File: src/rtl/gpu_pkg.sv
// Types and constants shared between the command transmitter and the gpu block.
package gpu_pkg;

    typedef enum logic [1:0] {
        SIG_STORE_BYTE  = 2'b00,
        SIG_MOVE_CURSOR = 2'b01,
        SIG_DISPLAY     = 2'b10,
        SIG_CLEAR       = 2'b11
    } gpu_sig_t;

    localparam int TEXT_MODE_WIDTH  = 80;
    localparam int TEXT_MODE_HEIGHT = 60;

    // One FIFO entry: op in the top two bits, payload byte below.
    typedef struct packed {
        gpu_sig_t    op;
        logic [7:0]  data;
    } gpu_cmd_t;

    function automatic int max3(input int a, input int b, input int c);
        int m;
        m = (a > b) ? a : b;
        return (m > c) ? m : c;
    endfunction

endpackage

File: src/rtl/gpu_cmd_tx_if.sv
// Command handshake from the CPU I/O decode into the transmitter.
interface gpu_cmd_tx_if;
    import gpu_pkg::*;

    logic        cmd_valid;
    logic        cmd_ready;
    gpu_sig_t    cmd_op;
    logic [7:0]  cmd_data;

    modport master (output cmd_valid, output cmd_op, output cmd_data, input  cmd_ready);
    modport slave  (input  cmd_valid, input  cmd_op, input  cmd_data, output cmd_ready);

endinterface

File: src/rtl/cmd_fifo.sv
// Synchronous command FIFO; count carries one extra bit so full and empty differ.
module cmd_fifo
    import gpu_pkg::*;
#(
    parameter int DEPTH = 8
) (
    input  logic                     clk,
    input  logic                     rst,
    input  logic                     push,
    input  logic                     pop,
    input  gpu_cmd_t                 din,
    output gpu_cmd_t                 dout,
    output logic                     full,
    output logic                     empty,
    output logic [$clog2(DEPTH):0]   count
);

    localparam int AW = $clog2(DEPTH);
    localparam int CW = AW + 1;

    gpu_cmd_t        mem [DEPTH];
    logic [AW-1:0]   wr_ptr;
    logic [AW-1:0]   rd_ptr;
    logic            do_push;
    logic            do_pop;

    assign full    = (count == CW'(DEPTH));
    assign empty   = (count == '0);
    assign do_push = push && !full;
    assign do_pop  = pop && !empty;
    assign dout    = mem[rd_ptr];

    // Storage write; contents need no reset because count gates every read.
    always_ff @(posedge clk) begin
        if (do_push) begin
            mem[wr_ptr] <= din;
        end
    end

    // Pointers wrap naturally since DEPTH is a power of two.
    always_ff @(posedge clk) begin
        if (rst) begin
            wr_ptr <= '0;
            rd_ptr <= '0;
            count  <= '0;
        end else begin
            if (do_push) wr_ptr <= wr_ptr + AW'(1);
            if (do_pop)  rd_ptr <= rd_ptr + AW'(1);
            case ({do_push, do_pop})
                2'b10:   count <= count + CW'(1);
                2'b01:   count <= count - CW'(1);
                default: count <= count;
            endcase
        end
    end

endmodule

File: src/rtl/gpu_cmd_tx.sv
// Replays buffered commands onto the gpu interrupt port with setup/pulse/hold timing.
//
//   state | meaning
//   IDLE  | waiting for a FIFO entry; pops and latches op/data
//   SETUP | op/data stable, strobe low
//   PULSE | strobe high (gpu samples on its rising edge)
//   HOLD  | strobe low, op/data still held; counts the command on exit
module gpu_cmd_tx
    import gpu_pkg::*;
#(
    parameter int FIFO_DEPTH   = 8,
    parameter int SETUP_CYCLES = 2,
    parameter int PULSE_CYCLES = 2,
    parameter int HOLD_CYCLES  = 2
) (
    input  logic                          clk,
    input  logic                          rst,
    gpu_cmd_tx_if.slave                   cmd,
    output gpu_sig_t                      interrupt_out,
    output logic [7:0]                    data_out,
    output logic                          interrupt_enable_out,
    output logic                          busy,
    output logic [$clog2(FIFO_DEPTH):0]   fifo_count,
    output logic [15:0]                   tx_count
);

    localparam int CNT_W = $clog2(max3(SETUP_CYCLES, PULSE_CYCLES, HOLD_CYCLES) + 1);

    localparam logic [1:0] ST_IDLE  = 2'd0;
    localparam logic [1:0] ST_SETUP = 2'd1;
    localparam logic [1:0] ST_PULSE = 2'd2;
    localparam logic [1:0] ST_HOLD  = 2'd3;

    logic [1:0]       state;
    logic [CNT_W-1:0] cnt;
    gpu_cmd_t         push_cmd;
    gpu_cmd_t         head;
    logic             full;
    logic             empty;
    logic             pop;

    assign push_cmd      = {cmd.cmd_op, cmd.cmd_data};
    assign cmd.cmd_ready = !full && !rst;
    assign pop           = (state == ST_IDLE) && !empty;
    assign busy          = !empty || (state != ST_IDLE);

    cmd_fifo #(.DEPTH(FIFO_DEPTH)) u_fifo (
        .clk   (clk),
        .rst   (rst),
        .push  (cmd.cmd_valid && cmd.cmd_ready),
        .pop   (pop),
        .din   (push_cmd),
        .dout  (head),
        .full  (full),
        .empty (empty),
        .count (fifo_count)
    );

    // Sequencer: one shared down-counter times every non-idle state.
    always_ff @(posedge clk) begin
        if (rst) begin
            state                <= ST_IDLE;
            cnt                  <= '0;
            interrupt_out        <= SIG_STORE_BYTE;
            data_out             <= 8'h00;
            interrupt_enable_out <= 1'b0;
            tx_count             <= 16'h0000;
        end else begin
            case (state)
                ST_IDLE: begin
                    if (!empty) begin
                        interrupt_out <= head.op;
                        data_out      <= head.data;
                        cnt           <= CNT_W'(SETUP_CYCLES - 1);
                        state         <= ST_SETUP;
                    end
                end
                ST_SETUP: begin
                    if (cnt == '0) begin
                        cnt                  <= CNT_W'(PULSE_CYCLES - 1);
                        interrupt_enable_out <= 1'b1;
                        state                <= ST_PULSE;
                    end else begin
                        cnt <= cnt - CNT_W'(1);
                    end
                end
                ST_PULSE: begin
                    if (cnt == '0) begin
                        cnt                  <= CNT_W'(HOLD_CYCLES - 1);
                        interrupt_enable_out <= 1'b0;
                        state                <= ST_HOLD;
                    end else begin
                        cnt <= cnt - CNT_W'(1);
                    end
                end
                ST_HOLD: begin
                    if (cnt == '0) begin
                        tx_count <= tx_count + 16'd1;
                        state    <= ST_IDLE;
                    end else begin
                        cnt <= cnt - CNT_W'(1);
                    end
                end
                default: begin
                    interrupt_enable_out <= 1'b0;
                    state                <= ST_IDLE;
                end
            endcase
        end
    end

endmodule

File: src/flat_wrapper.sv
// flat-port wrapper written by rule: the top's interface ports become plain ports
module gpu_cmd_tx_flat import gpu_pkg::*;
#(
    parameter int FIFO_DEPTH   = 8,
    parameter int SETUP_CYCLES = 2,
    parameter int PULSE_CYCLES = 2,
    parameter int HOLD_CYCLES  = 2
)
  (clk, rst, interrupt_out, data_out, interrupt_enable_out, busy, fifo_count, tx_count, cmd_cmd_valid, cmd_cmd_op, cmd_cmd_data, cmd_cmd_ready);
  gpu_cmd_tx_if cmd_i ();
  input  logic clk;
  input  logic rst;
  output gpu_sig_t interrupt_out;
  output logic [7:0] data_out;
  output logic interrupt_enable_out;
  output logic busy;
  output logic [$clog2(FIFO_DEPTH):0] fifo_count;
  output logic [15:0] tx_count;
  input wire logic [$bits(cmd_i.cmd_valid)-1:0] cmd_cmd_valid;
  input wire logic [$bits(cmd_i.cmd_op)-1:0] cmd_cmd_op;
  input wire logic [$bits(cmd_i.cmd_data)-1:0] cmd_cmd_data;
  output wire logic [$bits(cmd_i.cmd_ready)-1:0] cmd_cmd_ready;
  assign cmd_i.cmd_valid = cmd_cmd_valid;
  assign cmd_i.cmd_op = cmd_cmd_op;
  assign cmd_i.cmd_data = cmd_cmd_data;
  assign cmd_cmd_ready = cmd_i.cmd_ready;
  gpu_cmd_tx #(.FIFO_DEPTH(FIFO_DEPTH), .SETUP_CYCLES(SETUP_CYCLES), .PULSE_CYCLES(PULSE_CYCLES), .HOLD_CYCLES(HOLD_CYCLES)) u_core (.clk(clk), .rst(rst), .cmd(cmd_i), .interrupt_out(interrupt_out), .data_out(data_out), .interrupt_enable_out(interrupt_enable_out), .busy(busy), .fifo_count(fifo_count), .tx_count(tx_count));
endmodule
File: config.mk
export PLATFORM = sky130hd
export DESIGN_NAME = gpu_cmd_tx_flat
export DESIGN_NICKNAME = d
export VERILOG_FILES = /design/src/rtl/gpu_pkg.sv /design/src/rtl/gpu_cmd_tx_if.sv /design/src/rtl/cmd_fifo.sv /design/src/rtl/gpu_cmd_tx.sv /design/src/flat_wrapper.sv
export SDC_FILE = /design/constraint.sdc
export NUM_CORES = 1
export LEC_CHECK = 0
export ABC_AREA = 1
export CELL_PAD_IN_SITES_DETAIL_PLACEMENT = 0
export CELL_PAD_IN_SITES_GLOBAL_PLACEMENT = 1
export CORE_UTILIZATION = 40
export DETAILED_ROUTE_END_ITERATION = 8
export MAX_ROUTING_LAYER = met4
export PLACE_DENSITY_LB_ADDON = 0.1
export SYNTH_ARGS = -nofsm -noshare
export SYNTH_HDL_FRONTEND = slang
export SYNTH_SLANG_ARGS = --single-unit
File: constraint.sdc
create_clock -name clk -period 2.1 [get_ports clk]
set_clock_uncertainty 0.1 [all_clocks]
set_input_delay 0.525 -clock clk [delete_from_list [all_inputs] [get_ports clk]]
set_output_delay 0.525 -clock clk [all_outputs]
set_load 0.01 [all_outputs]
==> out/metrics.cfg <==
[clock_tree]
clk_latency_ns=0.42
root_buffer=clkbuf_16
htree_levels=4
clock_sinks=121
clock_path_buffers=2
cts_setup_buffers=0
cts_tree=yes
cts_buffers=17
cts.clk_slew.worst_paths_ns=0.06

[detailed_routing]
wire_per_inst_um=15.1
antenna_left=0
drt_iter0_drc=323
first_pass_iters=5
vias_per_cell=4.81
drc=0
via_count=4135
drt-total-wl_um=13000

[pwr]
powerDensity_nw_per_um2=1230
peakVddDrop_mv=0.599
power_leakage_nw=2.83

[sta]
grt_setup_unrepaired=yes
slew_headroom=0.641
hold_viol=0
setup_viol=0
holdWs_ns=0.361
tns_ns=0
finalCritPeriodShare=0.979
max_freq_ghz=0.486
drv_slew=0
min_period_ns=2.06
worst_slew_pin_slew_ns=0.538

[synthesis]
synth_area_um2=5480
synthArstFlopShare=0
postSynthAreaPerCell_um2=9.11
syn-num-nets=628
yosysWarnings=0
yosysSeqAreaShare=0.588
synth-main-ff-cell=edfxtp_1
netlist_instances=602
synthDistinctLibCells=33
synth-seq-cells=121
synth-edff-count=80

[finish]
n_fill_cell=1212
final_cell_mix=151 x nand2_1, 98 x inv_1, 80 x edfxtp_1
synthToLayoutAreaGrowth_pct=24.9
final_core_util=0.515
antenna_cells=0
drive_above_1_share=0.121
final_common_cell=nand2_1
finalNonFillerCells=860
fin_nets=697

[floorplan]
io_pins=46
num_rows=42
die_area_um2=14200
initial_utilization=0.412
fp.dieW_um=119
core_area_um2=13300
die_height_um=119

[placed_design]
dp.cells=828
numPortBuffers=45
place_congestion=0.822
dp_hpwl_um=8560

[worst_setup_path]
cp.arrival_ns=1.43
start_kind=register
max_stage_delay_ns=0.58
crit_path_end_kind=primary output
cp_top_family=buffers and inverters
path_max_fanout=4
crit_path_top_delay_cell=clkdlybuf4s50_1
path_buf_inv=1
path_class=register to primary output
crit_path_cell_trace=clkdlybuf4s50_1
crit_required_ns=1.47

[global_routing]
grt_start_max_net_pins=42
grt_util_all_layers=0.202
grt_pass1_wl_um=20700
grt_pass1_vias=3903
overflow=0
antenna_found_initial=0

[worst_hold_path]
hold_class=register to register

[run_status]
outcome=finished, final reports clean

[job]
max-cap-violations=0

metrics by stage:
| stage | power (mW) | worst slack (ns) | instance area, um2 |
|---|---|---|---|
| floorplan | 4.66 | -0.0587 | 5480 |
| global placement | 5.61 | -0.318 | 6250 |
| detailed placement | 5.65 | -0.335 | 6250 |
| CTS | 8.53 | 0.00947 | 6840 |
| global route | 8.95 | -0.0393 | 6850 |
| finish | 8.46 | 0.0439 | 6850 |
worst reg2reg max path, delay by kind of cell, from the launching register on:
family	cells	cell delay [ns]
fa+ha+maj	1	0.26
flops	1	0.42
simple gates	5	0.38
xor+xnor	1	0.17
buf+inv	5	0.47
logic make-up (layout without fill, tap and decap cells):
| family | after synthesis | after routing | synth area share |
|---|---|---|---|
| DFF | 121 | 121 | 0.588 |
| xor gates and xnor gates | 4 | 4 | 0.00639 |
| and+or+nand+nor | 288 | 288 | 0.235 |
| adders and majority gates | 13 | 13 | 0.0297 |
| buffers and inverters | 123 | 205 | 0.0903 |
| AOI/OAI and AO/OA | 53 | 53 | 0.0513 |
worst paths after layout:
path,slack [ns],startpoint,depth (start not counted),end
worst min register to register,0.36,u_core.data_out[3],2,u_core.data_out[3]
worst min-delay path,0.36,u_core.data_out[3],2,u_core.data_out[3]
worst max register to register,0.22,u_core.u_fifo.count[3],12,u_core.u_fifo.count[3]
worst max-delay path,0.04,u_core.tx_count[3],1,tx_count[3]
per-layer routing:
layer / global-route usage / part of all wire / up-vias
met5: - / 0 / -
met4: 0.0815 / 0.016 / 0
met3: 0.0455 / 0.038 / 20
met2: 0.292 / 0.45 / 84
met1: 0.274 / 0.50 / 1941
li1: - / - / 2090
power breakdown:
part / internal (mW) / total [mW] / switching, mW
clock network: 1.75 / 2.82 / 1.08
logic: 1.07 / 2.74 / 1.67
registers: 2.77 / 2.89 / 0.124
total: 5.58 / 8.46 / 2.87
registers in the layout, indices dropped and copies added, names as in the netlist:
signal and count:
u_core.tx_count 16, u_core.state 2, u_core.interrupt_out 2, u_core.u_fifo.rd_ptr 3, u_core.data_out 8, u_core.interrupt_enable_out 1, u_core.u_fifo.wr_ptr 3, u_core.cnt 2
u_core.u_fifo.mem 80, u_core.u_fifo.count 4
cell usage after synthesis, types with 4 or more instances:
cell type	count	area (um2)
nand4_1	4	25.0
buf_2	12	60.1
a21oi_1	26	130
inv_1	99	372
nand3_1	71	355
nand2_1	151	567
nor3_1	13	65.1
edfxtp_1	80	2400
o21ai_0	19	95.1
ha_1	13	163
clkbuf_1	4	15.0
nand3_2	4	40.0
dfxtp_1	41	821
nor2_1	31	116
timing repair:
item	4_1_cts	5_1_grt
gates resized for setup	8	6
hold buffers	0	0
hold endpoints to repair	0	0
setup endpoints to repair	4	4
pin swaps	0	0
cell type report:
type	count	area, um2	area share
flip-flops and latches	121	3220	0.471
clock buffers	18	429	0.0627
repair buffers	72	662	0.0966
well taps	176	220	0.0322
clock inverters	14	150	0.0219
multi-input cells	358	1780	0.261
inverters	101	379	0.0554
No activity file was read; power rests on OpenSTA's default activity.
